$ cat src/rtl/amba_pkg.sv
// Shared AHB-Lite types and constants for the decoder / response mux slice.
package amba_pkg;

  typedef enum logic [1:0] {
    IDLE   = 2'b00,
    BUSY   = 2'b01,
    NONSEQ = 2'b10,
    SEQ    = 2'b11
  } htrans_t;

  localparam logic HRESP_OKAY  = 1'b0;
  localparam logic HRESP_ERROR = 1'b1;

  typedef enum logic [1:0] {
    DS_IDLE = 2'b00,
    DS_ERR1 = 2'b01,
    DS_ERR2 = 2'b10
  } ds_state_t;

  // Four 256 MB regions at the bottom of the map; slave 0 sits in the LSB field.
  localparam logic [127:0] DEF_SLV_BASE = {32'h3000_0000, 32'h2000_0000,
                                           32'h1000_0000, 32'h0000_0000};
  localparam logic [127:0] DEF_SLV_MASK = {4{32'hF000_0000}};

endpackage

$ cat src/rtl/amba_default_slv.sv
// Default slave: answers unmapped NONSEQ/SEQ transfers with the two-cycle
// AHB ERROR response and keeps a saturating count of those errors.
module amba_default_slv
  import amba_pkg::*;
#(
  parameter int ECNT_W = 16
) (
  input  logic              hclk,
  input  logic              hresetn,
  input  logic              hready,
  input  logic [1:0]        htrans,
  input  logic              unmapped,
  output logic              hreadyout,
  output logic              hresp,
  output logic [ECNT_W-1:0] err_cnt
);

  ds_state_t state;
  ds_state_t state_nxt;
  logic      err_start;

  // An unmapped active transfer is only taken when the bus actually accepts it.
  assign err_start = hready & unmapped & ((htrans == NONSEQ) | (htrans == SEQ));

  // State register.
  always_ff @(posedge hclk) begin
    if (!hresetn) state <= DS_IDLE;
    else          state <= state_nxt;
  end

  // Next state: ERR1 always advances, ERR2 may chain straight into another error.
  always_comb begin
    state_nxt = state;
    unique case (state)
      DS_IDLE: state_nxt = err_start ? DS_ERR1 : DS_IDLE;
      DS_ERR1: state_nxt = DS_ERR2;
      DS_ERR2: state_nxt = err_start ? DS_ERR1 : DS_IDLE;
      default: state_nxt = DS_IDLE;
    endcase
  end

  // Response outputs: one wait cycle with ERROR, then ready with ERROR.
  always_comb begin
    hreadyout = 1'b1;
    hresp     = HRESP_OKAY;
    unique case (state)
      DS_IDLE: begin
        hreadyout = 1'b1;
        hresp     = HRESP_OKAY;
      end
      DS_ERR1: begin
        hreadyout = 1'b0;
        hresp     = HRESP_ERROR;
      end
      DS_ERR2: begin
        hreadyout = 1'b1;
        hresp     = HRESP_ERROR;
      end
      default: begin
        hreadyout = 1'b1;
        hresp     = HRESP_OKAY;
      end
    endcase
  end

  // Count every entry into ERR1, holding at all-ones instead of wrapping.
  always_ff @(posedge hclk) begin
    if (!hresetn)                                 err_cnt <= '0;
    else if (state_nxt == DS_ERR1 && err_cnt != '1) err_cnt <= err_cnt + ECNT_W'(1);
  end

endmodule

$ cat src/rtl/amba_deco_rmux.sv
// AHB-Lite address decoder with data-phase response multiplexer and an
// integrated default slave for unmapped addresses.
module amba_deco_rmux
  import amba_pkg::*;
#(
  parameter int                     AWIDTH   = 32,
  parameter int                     DWIDTH   = 32,
  parameter int                     NSLV     = 4,
  parameter logic [NSLV*AWIDTH-1:0] SLV_BASE = DEF_SLV_BASE,
  parameter logic [NSLV*AWIDTH-1:0] SLV_MASK = DEF_SLV_MASK,
  parameter int                     ECNT_W   = 16
) (
  input  logic                   hclk,
  input  logic                   hresetn,
  input  logic [AWIDTH-1:0]      haddr,
  input  logic [1:0]             htrans,
  output logic [NSLV-1:0]        hsel,
  input  logic [NSLV*DWIDTH-1:0] hrdata_s,
  input  logic [NSLV-1:0]        hreadyout_s,
  input  logic [NSLV-1:0]        hresp_s,
  output logic [DWIDTH-1:0]      hrdata,
  output logic                   hready,
  output logic                   hresp,
  output logic [ECNT_W-1:0]      err_cnt
);

  // Index NSLV is reserved for the default slave, so dsel needs one extra code.
  localparam int            SW      = $clog2(NSLV + 1);
  localparam logic [SW-1:0] DEF_IDX = SW'(NSLV);

  logic [SW-1:0] dec_idx;
  logic [SW-1:0] dsel;
  logic          dec_hit;
  logic          unmapped;
  logic          ds_hreadyout;
  logic          ds_hresp;

  // Address decode with lowest-index priority, so overlapping regions never
  // produce more than one select.
  always_comb begin
    hsel    = '0;
    dec_idx = DEF_IDX;
    dec_hit = 1'b0;
    for (int i = 0; i < NSLV; i++) begin
      if (!dec_hit &&
          ((haddr & SLV_MASK[i*AWIDTH +: AWIDTH]) == SLV_BASE[i*AWIDTH +: AWIDTH])) begin
        dec_hit = 1'b1;
        dec_idx = SW'(i);
        hsel[i] = 1'b1;
      end
    end
  end

  assign unmapped = ~dec_hit;

  // Data-phase owner: follows the decode on accepted cycles, frozen during waits.
  always_ff @(posedge hclk) begin
    if (!hresetn)    dsel <= DEF_IDX;
    else if (hready) dsel <= dec_idx;
  end

  // Route the data-phase owner's response back to the master.
  always_comb begin
    hrdata = '0;
    hready = ds_hreadyout;
    hresp  = ds_hresp;
    for (int i = 0; i < NSLV; i++) begin
      if (dsel == SW'(i)) begin
        hrdata = hrdata_s[i*DWIDTH +: DWIDTH];
        hready = hreadyout_s[i];
        hresp  = hresp_s[i];
      end
    end
  end

  amba_default_slv #(
    .ECNT_W(ECNT_W)
  ) u_default_slv (
    .hclk     (hclk),
    .hresetn  (hresetn),
    .hready   (hready),
    .htrans   (htrans),
    .unmapped (unmapped),
    .hreadyout(ds_hreadyout),
    .hresp    (ds_hresp),
    .err_cnt  (err_cnt)
  );

endmodule

$ cat config.mk
export PLATFORM = sky130hd
export DESIGN_NAME = amba_deco_rmux
export DESIGN_NICKNAME = d
export VERILOG_FILES = /design/src/rtl/amba_pkg.sv /design/src/rtl/amba_default_slv.sv /design/src/rtl/amba_deco_rmux.sv
export SDC_FILE = /design/constraint.sdc
export NUM_CORES = 1
export LEC_CHECK = 0
export ABC_CLOCK_PERIOD_IN_PS = 5900
export CAP_MARGIN = 10
export CORE_MARGIN = 2
export CORE_UTILIZATION = 32
export CTS_CLUSTER_SIZE = 20
export DETAILED_ROUTE_END_ITERATION = 10
export GPL_ROUTABILITY_DRIVEN = 0
export PLACE_DENSITY_LB_ADDON = 0.05
export SYNTH_ARGS = -nofsm -noshare
export SYNTH_HDL_FRONTEND = slang
export SYNTH_SLANG_ARGS = --single-unit
$ cat constraint.sdc
create_clock -name hclk -period 5.9 [get_ports hclk]
set_input_delay 1.18 -clock hclk [delete_from_list [all_inputs] [get_ports hclk]]
set_output_delay 1.18 -clock hclk [all_outputs]
set_load 0.05 [all_outputs]
======== Word-level counts from Yosys, hierarchy flattened ========
Cells that the tools add are included.
W data, S select, Z words.
cells by class
  $add $sub $neg .......................... 1
  equal/unequal tests ..................... 12
  mux-type cells .......................... 27
  bitwise logic cells ..................... 4
  reductions and logical operators ........ 12
operators with widths
  cell                     count
  $mux W32                 4
  $logic_not A32 Y1        1
  $mux W1                  18
  $add A16 B1 Y16 const B  1
  $ne A16 B16 Y1 const B   1
  $mux W3                  4
  $eq A4 B2 Y1 const B     2
  $eq A2 B2 Y1 const B     3
  $eq A3 B2 Y1 const B     2
  $eq A2 B1 Y1 const B     2
  $eq A4 B1 Y1 const B     1
  $logic_and A1 B1 Y1      4
  $pmux W2 S2              1
  $reduce_or A2 Y1         2
  $eq A3 B1 Y1 const B     1
  $logic_not A1 Y1         3
  $logic_not A3 Y1         1
  $and A1 B1 Y1            2
  $logic_not A2 Y1         1
  $not A1 Y1               1
  $or A1 B1 Y1             1
word-level totals
  bits in registers ....................... 21
  input bits .............................. 172

======== Depth between registers and ports, before layout ========
  depth in word-level cells ............... 18
  depth in mapped cells ................... 8
  gate-level depth less buffers ........... 8

======== Cells and area by module ========
Synthesis repeated with hierarchy kept, for this count alone.
second synthesis, totals
  cell total of the unflattened synthesis .. 211
  area total of the unflattened synthesis .. 2189.6 um2
modules (own cells, without submodules)
  module            times used  cells each  area each (um2)  sequential area each (um2)
  amba_deco_rmux    1           103         1233.7           60.1
  amba_default_slv  1           108         955.9            360.3

======== Least setup slack after synthesis ========
No wires, ideal clock.
  path kind ............................... input -> output
  start ................................... input haddr[31]
  end ..................................... output hsel[2]
  arrival time ............................ 2837 ps
  data required time ...................... 4720 ps
  slack ................................... 1883 ps
  stages .................................. 1
  buffers on the path ..................... 0
  cells stage by stage .................... nor4b_1
on the way
  longest elaborated chain between the ends .. 8
RTL lines
  what                     RTL line              RTL
  start: declaration       amba_deco_rmux.sv:15  input logic [AWIDTH-1:0] haddr,
  $logic_not A32 Y1        amba_deco_rmux.sv:46  ((haddr & SLV_MASK[i*AWIDTH +: AWIDTH]) == SLV_BASE[i*AWIDTH +: AWIDTH])) begin
  $mux W1                  amba_deco_rmux.sv:45  if (!dec_hit &&
  $logic_not A1 Y1         amba_deco_rmux.sv:45
  $logic_and A1 B1 Y1      amba_deco_rmux.sv:45
  $mux W1                  amba_deco_rmux.sv:45
  $logic_not A1 Y1         amba_deco_rmux.sv:45
  $logic_and A1 B1 Y1 (*)  amba_deco_rmux.sv:45
  $mux W1 (*)              amba_deco_rmux.sv:45
  end: declaration         amba_deco_rmux.sv:17  output logic [NSLV-1:0] hsel,
Every way passes the cells marked *; elsewhere a longest branch is shown, timed or not.

======== Worst setup path after layout ========
  start ................................... input hreadyout_s[0]
  end ..................................... output hready
on the way
  longest elaborated chain between the ends .. 4
RTL lines
  what                   RTL line              RTL
  start: declaration     amba_deco_rmux.sv:19  input logic [NSLV-1:0] hreadyout_s,
  $mux W1 (4 in series)  amba_deco_rmux.sv:68  if (dsel == SW'(i)) begin
  end: declaration       amba_deco_rmux.sv:22  output logic hready,
No other way between the ends.

==> results by group <==
Power
  – P per Cell Area: 116.7 nW/um2
  – Leakage: about 1.4 nW
  – Max IR drop VDD: around 0.00015 V

Yosys
  – Syn. warnings: 0
  – Post-synthesis cell type count: 43
  – Syn_nets: 401
  – Mean Syn Cell Area: approximately 10 um2
  – Top FF cell, synth: dfxtp_1
  – Post-Syn Area: 2227 um2
  – Fraction of registers with async set/reset: 0%
  – Synthesized flop and latch total: 21
  – Post-Syn Instances: 224
  – EDFF count, synth: 0
  – Sequential cell area fraction in the yosys report: 18.88%

Critical path
  – Crit Path Class: input pin to primary output
  – WP data arrival: ~3.2 ns
  – Worst path slowest cell: clkdlybuf4s50_1
  – Setup crit start kind: input pin
  – CP required: 4.72 ns
  – CP most frequent cell: clkdlybuf4s50_1
  – Worst Setup End Kind: primary output
  – Critical-path maximum fanout: 6
  – CP peak stage delay: 0.81 ns
  – Cell Chain, Critical Path: clkdlybuf4s50_1 -> mux2i_1 -> o311ai_4 -> nor2_2 -> inv_2 -> clkdlybuf4s50_1
  – WP buf/inv: 3
  – Kind of cell adding the most delay to the critical path: buffers and inverters

Drt
  – Starting DRT DRC Count: 49
  – WL final: 9159 um
  – Via count: 2589
  – DRT antenna net count: 0
  – Post-DR wirelength/cell: between 15 and 20 um
  – # DRC: 0
  – Avg Vias per Cell: 5.284
  – First-pass DRT Iterations: 4

STA
  – RSZ-0062 raised after global routing: false
  – PnR worst setup slack: 1.493 ns
  – Total negative slack: 0 ns
  – Final Hold Viols: 0
  – Tmin final: 4.407 ns
  – Setup-failing EPs final: 0
  – Fmax: 226.9 MHz
  – Crit share post-route: 74.69%
  – Clk_skew: 0.002427 ns
  – Rel. slew slack: 36.96%
  – Max Transition Viols Final: 0
  – Worst Tran Pin Value: 0.9455 ns

GRT
  – Met2 Usage GRT: 38.36%
  – Gr ovfl total: 0
  – GRT Overall Usage: between 20% and 30%
  – Number of global-route vias before repair: 2488
  – Met1 Use GR: 30.79%
  – Most Crowded Layer GR: met2
  – Largest net degree at the start of global routing: 38
  – Met3 usage: 3.697%
  – Initial antenna violation count: 0
  – First-pass GRT wire length: 13680 um

CTS
  – Root Driver: clkbuf_8
  – Post-CTS Resized: 0
  – CTS tree: done
  – Clock Latency Late Sink: around 0.26 ns
  – CTS clk-pin slew, worst paths: 0.07 ns
  – Setup Fix Bufs, Post-CTS: 0
  – CTS Hold Bufs: 0
  – Total CTS buffers: 3
  – Clock sink total: 21
  – H-tree Lvls: 1
  – Clock Tree Buf Depth: 2

Die
  – Cell row count: 30
  – Die Area: 7643 um2
  – I/O pins: 226
  – Die height: 87.43 um
  – Chip width: 87.43 um
  – Starting density of the core: 32.96%
  – CORE AREA: approximately 6800 um2

Layout
  – Antenna diode instance count: 0
  – Most common cell after layout, fill and taps aside: clkdlybuf4s50_1
  – FILL cells: 600
  – Layout cells sized above 1: 11.71%
  – Design area: ~4300 um2
  – Non-Filler Instances: 490
  – Most frequent cells in the layout: clkdlybuf4s50_1, mux4_2, nor2b_1
  – Syn-to-layout area delta: 92.08%
  – Nets: 588

Flow run
  – Max-Cap Viols: 0

Placed design
  – Buffers on Ports: 196
  – Pre-CTS setup slack: 1.498 ns
  – Placed wire-length estimate: 7389 um
  – Cells after DPL: 486
  – Area after DPL: ~4200 um2

Worst hold path
  – HP Class: flip-flop to flip-flop

Run status
  – Status: complete, no violations
report_power, final:
part	internal, mW	total (mW)	switching, mW
Combinational	0.152	0.244	0.0916
Sequential	0.145	0.160	0.0150
Clock	0.0482	0.0957	0.0474
Total	0.345	0.499	0.154
state kept, by name, summed over array words and instances, names as in the netlist:
name / cells
u_default_slv.state: 2
dsel: 3
u_default_slv.err_cnt: 16
kinds of logic after synthesis:
| group | share of synthesized area, % |
|---|---|
| AOI/OAI and AO/OA | 7.809 |
| xor gates and xnor gates | 0.3933 |
| adders and majority gates | 2.809 |
| buffers and inverters | 4.325 |
| DFF | 18.88 |
| muxes | 37.02 |
| and+or+nand+nor | 28.76 |
through the flow:
step           power, mW  hold slack, ns  util (%)
6_report          0.4994          0.4965     63.31
4_1_cts           0.5012          0.4977     63.31
5_1_grt           0.5200          0.5255     63.31
3_3_place_gp      0.4033          0.4704     62.65
3_5_place_dp      0.4073          0.4814     62.65
2_1_floorplan     0.2777          0.6892         -
metal layers:
metal | part of all wire [%] | wire length (um)
met5 | 0 | 0
met4 | 1.6 | 148
met3 | 7.8 | 716
met2 | 49 | 4448
met1 | 42 | 3844
worst reg2reg max path, cell delays in order, from the launching register on:
cell and delay (ns):
dfxtp_2 0.96, nand4bb_1 0.27, o311ai_4 0.21, o2111ai_2 0.31, or3_1 0.43, a21oi_1 0.14
path summary, 6_finish.rpt:
| path | slack (ns) | to | start | cells past startpoint |
|---|---|---|---|---|
| worst min-delay path | 0.50 | u_default_slv.err_cnt[5] | u_default_slv.err_cnt[5] | 2 |
| worst min register to register | 0.50 | u_default_slv.err_cnt[5] | u_default_slv.err_cnt[5] | 2 |
| worst max-delay path | 1.49 | hready | hreadyout_s[0] | 6 |
| worst max register to register | 3.53 | u_default_slv.err_cnt[13] | dsel[1] | 5 |
area by class of cell:
| cell class | instances | area [um2] | area share (%) |
|---|---|---|---|
| Timing Repair Buffer | 198 | 1977 | 46.21 |
| Multi-Input combinational cell | 181 | 1710 | 39.98 |
| Sequential cell | 21 | 422.9 | 9.886 |
| Tap cell | 80 | 100.1 | 2.340 |
| Clock buffer | 4 | 45.04 | 1.053 |
| Inverter | 6 | 22.52 | 0.5265 |
synthesized netlist by cell type, types with 2 or more instances:
library cell	count	area, um2
mux2i_1	7	70.07
inv_1	5	18.77
nand3_1	7	35.03
and2_1	4	25.02
nor2b_1	32	200.2
buf_1	4	15.01
or3_1	8	50.05
ha_1	5	62.56
a21oi_1	9	45.04
nor3_1	6	30.03
nor2_1	4	15.01
nand2_1	20	75.07
mux4_2	33	743.2
clkbuf_1	6	22.52
and3_1	2	12.51
nor4_1	6	37.54
nand2b_1	6	37.54
nor4b_1	2	17.52
o21ai_1	2	10.01
o21ai_0	7	35.03
nand4_1	2	12.51
and4_1	2	17.52
buf_2	5	25.02
dfxtp_1	21	420.4
(Power assumes the default switching activity.)
